<file path="src/rtl/frame_table_pkg.sv">
// Shared types, constants and helpers for the multi-channel frame descriptor table.
package frame_table_pkg;

    function automatic int unsigned clog2(input int unsigned value);
        int unsigned r;
        r = 0;
        while ((64'd1 << r) < 64'(value)) begin
            r = r + 1;
        end
        return r;
    endfunction

    localparam int unsigned DefDataWidth = 40;
    localparam int unsigned DefAddrWidth = 4;
    localparam int unsigned DefNCh       = 4;
    localparam int unsigned DefChW       = clog2(DefNCh);

    typedef enum logic [1:0] {
        StInit,
        StIdle,
        StFlush
    } state_e;

    typedef struct packed {
        logic [DefChW-1:0]       ch;
        logic [DefAddrWidth-1:0] slot;
    } entry_idx_t;

endpackage

</file>
<file path="src/rtl/frame_table_sdp.sv">
// Simple dual-port RAM: registered read, same-address write-to-read bypass, array not reset.
module frame_table_sdp
    import frame_table_pkg::*;
#(
    parameter int unsigned Width = 40,
    parameter int unsigned Depth = 64,
    localparam int unsigned AddrW = clog2(Depth)
) (
    input  logic             clk,
    input  logic             rst_n,
    input  logic             we_i,
    input  logic [AddrW-1:0] waddr_i,
    input  logic [Width-1:0] wdata_i,
    input  logic             re_i,
    input  logic [AddrW-1:0] raddr_i,
    output logic [Width-1:0] rdata_o
);

    logic [Width-1:0] mem_q [Depth];
    logic [Width-1:0] rdata_q;

    always_ff @(posedge clk) begin
        if (we_i) begin
            mem_q[waddr_i] <= wdata_i;
        end
    end

    always_ff @(posedge clk or negedge rst_n) begin
        if (!rst_n) begin
            rdata_q <= '0;
        end else if (re_i) begin
            rdata_q <= (we_i && (waddr_i == raddr_i)) ? wdata_i : mem_q[raddr_i];
        end
    end

    assign rdata_o = rdata_q;

endmodule

</file>
<file path="src/rtl/frame_table_mc.sv">
// Multi-channel frame descriptor table with valid bits, bypass, invalidate and sweep engine.
// Optional even-parity protection with rsp_perr_o when FRAME_TABLE_PARITY_EN is defined.
module frame_table_mc
    import frame_table_pkg::*;
#(
    parameter int unsigned DATA_WIDTH = DefDataWidth,
    parameter int unsigned ADDR_WIDTH = DefAddrWidth,
    parameter int unsigned N_CH       = DefNCh,
    localparam int unsigned CH_W      = clog2(N_CH)
) (
    input  logic                  clk,
    input  logic                  rst_n,
    input  logic                  wr_valid_i,
    output logic                  wr_ready_o,
    input  logic [CH_W-1:0]       wr_ch_i,
    input  logic [ADDR_WIDTH-1:0] wr_addr_i,
    input  logic [DATA_WIDTH-1:0] wr_data_i,
    input  logic                  inv_valid_i,
    input  logic [CH_W-1:0]       inv_ch_i,
    input  logic [ADDR_WIDTH-1:0] inv_addr_i,
    input  logic                  rd_valid_i,
    output logic                  rd_ready_o,
    input  logic [CH_W-1:0]       rd_ch_i,
    input  logic [ADDR_WIDTH-1:0] rd_addr_i,
    output logic                  rsp_valid_o,
    output logic [DATA_WIDTH-1:0] rsp_data_o,
    output logic                  rsp_hit_o,
`ifdef FRAME_TABLE_PARITY_EN
    output logic                  rsp_perr_o,
`endif
    input  logic                  flush_req_i,
    input  logic [CH_W-1:0]       flush_ch_i,
    output logic                  busy_o
);

    localparam int unsigned IdxW  = CH_W + ADDR_WIDTH;
    localparam int unsigned Depth = 1 << IdxW;
`ifdef FRAME_TABLE_PARITY_EN
    localparam int unsigned RamW  = DATA_WIDTH + 1;
`else
    localparam int unsigned RamW  = DATA_WIDTH;
`endif

    state_e            state_q, state_d;
    logic [IdxW-1:0]   cnt_q, cnt_d;
    logic [CH_W-1:0]   fch_q, fch_d;
    logic [Depth-1:0]  valid_q, valid_d;
    logic              rsp_valid_q, rsp_hit_q, hit_d;

    logic              idle, wr_acc, rd_acc, inv_acc;
    logic [IdxW-1:0]   wr_idx, rd_idx, inv_idx, sweep_idx;
    logic              ram_we;
    logic [IdxW-1:0]   ram_waddr;
    logic [RamW-1:0]   wr_word, ram_wdata, ram_rdata;

    assign idle    = (state_q == StIdle);
    assign wr_acc  = wr_valid_i && idle;
    assign rd_acc  = rd_valid_i && idle;
    assign inv_acc = inv_valid_i && idle;
    assign wr_idx  = {wr_ch_i, wr_addr_i};
    assign rd_idx  = {rd_ch_i, rd_addr_i};
    assign inv_idx = {inv_ch_i, inv_addr_i};

    // INIT walks the whole flat index; FLUSH walks only the slots of the latched channel.
    assign sweep_idx = (state_q == StFlush) ? {fch_q, cnt_q[ADDR_WIDTH-1:0]} : cnt_q;

    always_comb begin
        state_d = state_q;
        cnt_d   = cnt_q;
        fch_d   = fch_q;
        unique case (state_q)
            StInit: begin
                if (cnt_q == '1) begin
                    state_d = StIdle;
                end else begin
                    cnt_d = cnt_q + 1'b1;
                end
            end
            StIdle: begin
                if (flush_req_i) begin
                    state_d = StFlush;
                    cnt_d   = '0;
                    fch_d   = flush_ch_i;
                end
            end
            StFlush: begin
                if (cnt_q[ADDR_WIDTH-1:0] == '1) begin
                    state_d = StIdle;
                end else begin
                    cnt_d = cnt_q + 1'b1;
                end
            end
            default: state_d = StInit;
        endcase
    end

    always_comb begin
        valid_d = valid_q;
        if (state_q == StFlush) begin
            valid_d[sweep_idx] = 1'b0;
        end else begin
            // Write is applied after invalidate so it wins on a same-entry collision.
            if (inv_acc) valid_d[inv_idx] = 1'b0;
            if (wr_acc)  valid_d[wr_idx]  = 1'b1;
        end
    end

    always_comb begin
        if (wr_acc && (wr_idx == rd_idx)) begin
            hit_d = 1'b1;
        end else if (inv_acc && (inv_idx == rd_idx)) begin
            hit_d = 1'b0;
        end else begin
            hit_d = valid_q[rd_idx];
        end
    end

    always_ff @(posedge clk or negedge rst_n) begin
        if (!rst_n) begin
            state_q     <= StInit;
            cnt_q       <= '0;
            fch_q       <= '0;
            valid_q     <= '0;
            rsp_valid_q <= 1'b0;
            rsp_hit_q   <= 1'b0;
        end else begin
            state_q     <= state_d;
            cnt_q       <= cnt_d;
            fch_q       <= fch_d;
            valid_q     <= valid_d;
            rsp_valid_q <= rd_acc;
            if (rd_acc) begin
                rsp_hit_q <= hit_d;
            end
        end
    end

`ifdef FRAME_TABLE_PARITY_EN
    assign wr_word = {^wr_data_i, wr_data_i};
`else
    assign wr_word = wr_data_i;
`endif

    // Sweep owns the write port whenever it runs; user writes are only accepted in IDLE.
    assign ram_we    = !idle || wr_acc;
    assign ram_waddr = idle ? wr_idx : sweep_idx;
    assign ram_wdata = idle ? wr_word : '0;

    frame_table_sdp #(
        .Width (RamW),
        .Depth (Depth)
    ) u_ram (
        .clk     (clk),
        .rst_n   (rst_n),
        .we_i    (ram_we),
        .waddr_i (ram_waddr),
        .wdata_i (ram_wdata),
        .re_i    (rd_acc),
        .raddr_i (rd_idx),
        .rdata_o (ram_rdata)
    );

    assign wr_ready_o  = idle;
    assign rd_ready_o  = idle;
    assign busy_o      = !idle;
    assign rsp_valid_o = rsp_valid_q;
    assign rsp_hit_o   = rsp_hit_q;
    assign rsp_data_o  = ram_rdata[DATA_WIDTH-1:0];
`ifdef FRAME_TABLE_PARITY_EN
    assign rsp_perr_o  = rsp_valid_q && (^ram_rdata);
`endif

endmodule

</file>
<file path="config.mk">
export PLATFORM = sky130hd
export DESIGN_NAME = frame_table_mc
export DESIGN_NICKNAME = d
export VERILOG_FILES = /design/src/rtl/frame_table_pkg.sv /design/src/rtl/frame_table_sdp.sv /design/src/rtl/frame_table_mc.sv
export SDC_FILE = /design/constraint.sdc
export NUM_CORES = 2
export LEC_CHECK = 0
export BUFFER_PORTS_ARGS = -buffer_cell sky130_fd_sc_hd__buf_4
export CAP_MARGIN = 40
export CORE_AREA = 2 2 429 431
export DETAILED_ROUTE_END_ITERATION = 6
export DIE_AREA = 0 0 431 433
export PLACE_DENSITY_LB_ADDON = 0.15
export REMOVE_ABC_BUFFERS = 1
export SLEW_MARGIN = 20
export SYNTH_ARGS = -nofsm -noshare
export SYNTH_HDL_FRONTEND = slang
export SYNTH_SLANG_ARGS = --single-unit
</file>
<file path="constraint.sdc">
create_clock -name clk -period 3.8 [get_ports clk]
set_input_delay 0.76 -clock clk [delete_from_list [all_inputs] [get_ports clk]]
set_output_delay 0.76 -clock clk [all_outputs]
set_load 0.01 [all_outputs]
</file>
# After elaboration in Yosys (flattened, before gate mapping)

Memories as Yosys holds them, arrays and structs flattened. A register that Yosys moved wholly into a read port is not among the register bits.
Cells that the tools add are included.

$add $sub $neg: 1
Magnitude comparators: 7
Eq/ne operators: 11
Muxes and demuxes: 27
Bitwise gates (word level): 5
Reduce and logical (&&, ||, !) cells: 16

Operator list:

| operator            | number |
|---|---|
| $mux 64             | 4 |
| $and 64x64->64      | 2 |
| $not 64->64         | 2 |
| $or 64x64->64       | 1 |
| $mux 40             | 1 |
| $mux 6              | 5 |
| $lt 6x7->1 const B  | 4 |
| $demux 1 s6         | 3 |
| $ge 6x1->1 const B  | 3 |
| $pmux 6 s3          | 1 |
| $eq 6x6->1          | 2 |
| $ne 2x2->1 const B  | 5 |
| $logic_and 1x1->1   | 8 |
| $mux 1              | 8 |
| $add 6x1->6 const B | 1 |
| $bmux 1 s6          | 1 |
| $eq 6x6->1 const B  | 1 |
| $mux 2              | 3 |
| $pmux 2 s3          | 1 |
| $eq 4x4->1 const B  | 1 |
| $reduce_and 4->1    | 1 |
| $reduce_and 3->1    | 1 |
| $reduce_bool 3->1   | 1 |
| $eq 2x1->1 const B  | 1 |
| 5 further kinds     | 6 |

Bits in registers: 76
Bits in writable memories: 2560
Input port bits: 66
Output and inout port bits: 45
Logic and storage cells: 74
Memories kept: 1

Memory list:

| memory      | words | bits a word | rd ports | clocked after memory_dff | write ports | line                  | RTL |
|---|---|---|---|---|---|---|---|
| u_ram.mem_q | 64    | 40          | 1        | 1                        | 1           | frame_table_sdp.sv:19 | `logic [Width-1:0] mem_q [Depth];` |

# Depth between registers and ports, before layout

Depth after elaboration: 11
Mapped depth: 12
Mapped depth without buffers: 8

# Hierarchy

From an unflattened synthesis, not the netlist that was laid out.

Cells, all modules: 5026
Area, all modules: 104362.6 sq um

By module, submodules not included:

| module          | instances | cells each | area each (sq um) |
|---|---|---|---|
| frame_table_sdp | 1         | 4412       | 99225.2 |
| frame_table_mc  | 1         | 614        | 5137.4 |

# Worst setup path after synthesis

OpenSTA, ideal clock, no wires.

Path kind: input port to flip-flop
Start: in wr_ch_i[0]
End: mem u_ram.mem_q[24][0], enable pin
Arrival time: 3.558 ns
Data required time: 3.363 ns
Setup slack: -0.196 ns
Stages on the path: 7
Cells stage by stage: clkbuf_1 > mux2i_1 > a21oi_1 > nor2b_1 > nand2b_1 > clkbuf_1 > nor2_1

Cells in the longest elaborated chain, start to end: 1

Ends and longest elaborated chain:

| what            | line                  | RTL |
|---|---|---|
| start, declared | frame_table_mc.sv:15  | `input logic [CH_W-1:0] wr_ch_i,` |
| $mux 6          | frame_table_mc.sv:146 | `assign ram_waddr = idle ? wr_idx : sweep_idx;` |
| end, declared   | frame_table_sdp.sv:19 |  |

No other way between the ends.

# Worst setup path in the final report

Start: reg state_q[1]
End: reg u_ram.rdata_q[10], in the netlist u_ram.rdata_o[10] (read register of u_ram.mem_q)

Cells in the longest elaborated chain, start to end: 2

Ends and longest elaborated chain:

| what                   | line                  | RTL |
|---|---|---|
| start, declared        | frame_table_mc.sv:44  | `state_e state_q, state_d;` |
| start signal, assigned | frame_table_mc.sv:120 | `state_q <= StInit;` |
| start signal, assigned | frame_table_mc.sv:127 | `state_q <= state_d;` |
| $eq 2x1->1             | frame_table_mc.sv:56  | `assign idle = (state_q == StIdle);` |
| $logic_and 1x1->1      | frame_table_mc.sv:58  | `assign rd_acc = rd_valid_i && idle;` |
| end, declared          | frame_table_sdp.sv:20 | `logic [Width-1:0] rdata_q;` |

No other way between the ends.
A chain may end at the register's enable or synchronous reset.

==> out/metrics.csv <==
metric,value,unit
status,"complete, no violations",
syn_area,103000,um^2
grt_pass1_vias,54400,
period_share,0.881,
postCtsSetupBuffers,0,
maxClockFrequency,0.299,GHz
critical_path_required,4.58,ns
mostFrequentLayoutCell,edfxtp_1,
post-route-util,0.657,
root_buffer,clkbuf_16,
place.port_buffers,110,
dr.pass1.iters,6,
yosysSeqAreaShare,0.773,
synth_xor_xnor_area_share,0.00102,
drcViolationCount,0,
met1_usage,0.433,
cap_violations,0,
drt_iter0_drc,8014,
synth_cell_types,52,
clock_path_buffers,4,
maxSlewViolCount,0,
yosys.area_share.adder,0.000121,
relSlewSlack,0.420,
grt-ovfl-total,0,
cts.reportedPaths.clkPinSlew,0.06,ns
p_total,71.7,mW
synth_flop_cell,edfxtp_1,
synth.avg_cell_area,21.5,um^2
grt_max_degree,67,
grt.busiest_layer,met2,
yosys_warnings,0,
track_usage,0.306,
post-dp-hpwl,159000,um
endpoint_kind,flip-flop,
synth_compound_area_frac,0.0481,
num_io_pins,111,
drt-total-wl,284000,um
skew,0.0410,ns
vias_per_cell,6.89,
antenna_found_initial,9,
start_util,0.567,
setup_viol,0,
synth_top_family_by_area,multiplexers,
worstSetupPathType,reg -> reg,
power_density,600,nW/um^2
holdWs,0.0596,ns
cts_htree_levels,5,
path_max_fanout,28,
grt_setup_unrepaired,no,
layout_common_cells,"edfxtp_1, mux4_2, buf_4, clkbuf_16, o21ai_0",
row_count,157,
worst_slack,0.451,ns
start_kind,flip-flop,
vias,54300,
worstPathArrival,4.13,ns
min_period,3.35,ns
gp_congestion,0.835,
synth-simple-area-share,0.0177,
p_leak,38.2,nW
grt_pass1_wl,399000,um
synth_edf_count,2560,
die_w,431,um
synth_mux_area_frac,0.148,
cts_resized,0,
ant_nets,0,
synthCells,4804,
hold_viol,0,
finalSetupTns,0,ns
worstMarginPinSlew,0.870,ns
use_met2,0.484,
fin_nets,5364,
grt_use_met3,0.0633,
drive_gt1_frac,0.298,
avgRoutedWirePerCell,36.0,um
ys_async_sr_fraction,0.0433,
ys_ff_latch,2676,
irDropWorstVdd,0.380,mV
syn_to_final_growth,15.9,%
die_y,433,um
place_ws,-0.00216,ns
numCtsBuffers,286,
cts_tree,built,
design.core.area,182000,um^2
clock-sinks,2676,
hp-class,in -> reg,
clkLatencyLatePin,0.94,ns
die_area,187000,um^2
-- power by group --
group | internal [mW] | switching [mW]
clock network | 15.5 | 10.9
registers | 35.3 | 0.856
logic | 3.04 | 6.21
total | 53.8 | 18.0
-- cell usage after synthesis (all sizes together) (9+ instances only) --
cell,count,area (um^2)
nand2b,17,106
nor2,126,473
clkbuf,177,664
a22oi,66,495
o21ai,150,751
mux4,640,14400
buf,115,608
nor2b,15,93.8
mux2i,67,674
edfxtp,2560,76900
nor3,9,45.0
a21oi,84,420
o22ai,79,494
and2,44,275
a22o,140,1230
nand3,19,95.1
a221oi,142,1240
dfrtp,116,2900
o221ai,16,140
mux2,12,135
nand2,135,507
-- worst max-delay path, cell delays in order (launching register included) --
cell	delay, ns
dfrtp_1	0.55
and2b_2	0.34
inv_2	0.09
mux2i_2	0.58
xnor2_1	0.21
nand4b_1	0.15
or3_2	0.45
buf_4	0.31
o21ai_0	0.34
a21oi_1	0.16
-- stage by stage --
step	instance area, um^2	instances
3_3_place_gp	111000	7379
2_1_floorplan	102000	4512
5_1_grt	120000	7877
6_report	120000	7878
3_5_place_dp	111000	7391
4_1_cts	120000	7875
-- state kept, by name, summed over array words and instances (netlist names) --
register       flops
fch_q              2
state_q            2
rsp_hit_o          1
valid_q           64
u_ram.rdata_o     40
rsp_valid_o        1
cnt_q              6
u_ram.mem_q     2560
-- cell type report --
cell class	count	area, um^2
flip-flops and latches	2676	79800
repair buffers	497	5390
multi-input cells	1832	22700
fillers	11700	62500
diodes	1	2.50
inverters	4	15.0
clock inverters	110	963
clock buffers	373	7730
well taps	2385	2980
-- routing by layer --
metal / wire length [um] / part of all wire / vias to the layer above
met1: 108000 / 0.38 / 29000
met2: 137000 / 0.48 / 3338
met4: 9230 / 0.033 / 4
li1: - / - / 21400
met3: 29500 / 0.10 / 502
met5: 29 / 0.00010 / -
-- worst paths after layout --
| kind | to | slack, ns | cells past startpoint | start |
|---|---|---|---|---|
| min in group asynchronous | u_ram.rdata_o[8] | 0.49 | 2 | rst_n |
| min | cnt_q[3] | 0.06 | 2 | flush_req_i |
| max | u_ram.rdata_o[10] | 0.45 | 9 | state_q[1] |
| min reg2reg | u_ram.rdata_o[15] | 0.49 | 2 | u_ram.rdata_o[15] |
| max reg2reg | u_ram.rdata_o[10] | 0.45 | 9 | state_q[1] |
| max in group asynchronous | valid_q[14] | 2.40 | 3 | rst_n |
-- what timing repair did --
item	in CTS	in global routing
hold buffers	1	0
setup endpoints to repair	0	0
hold endpoints to repair	50	0
-- cell families after synthesis --
group | count (synthesis)
mux | 719
buf+inv | 296
compound gates | 702
fa+ha+maj | 1
xor+xnor | 12
flops | 2676
simple gates | 398
Note: power is estimated with default switching activity, not from simulation.
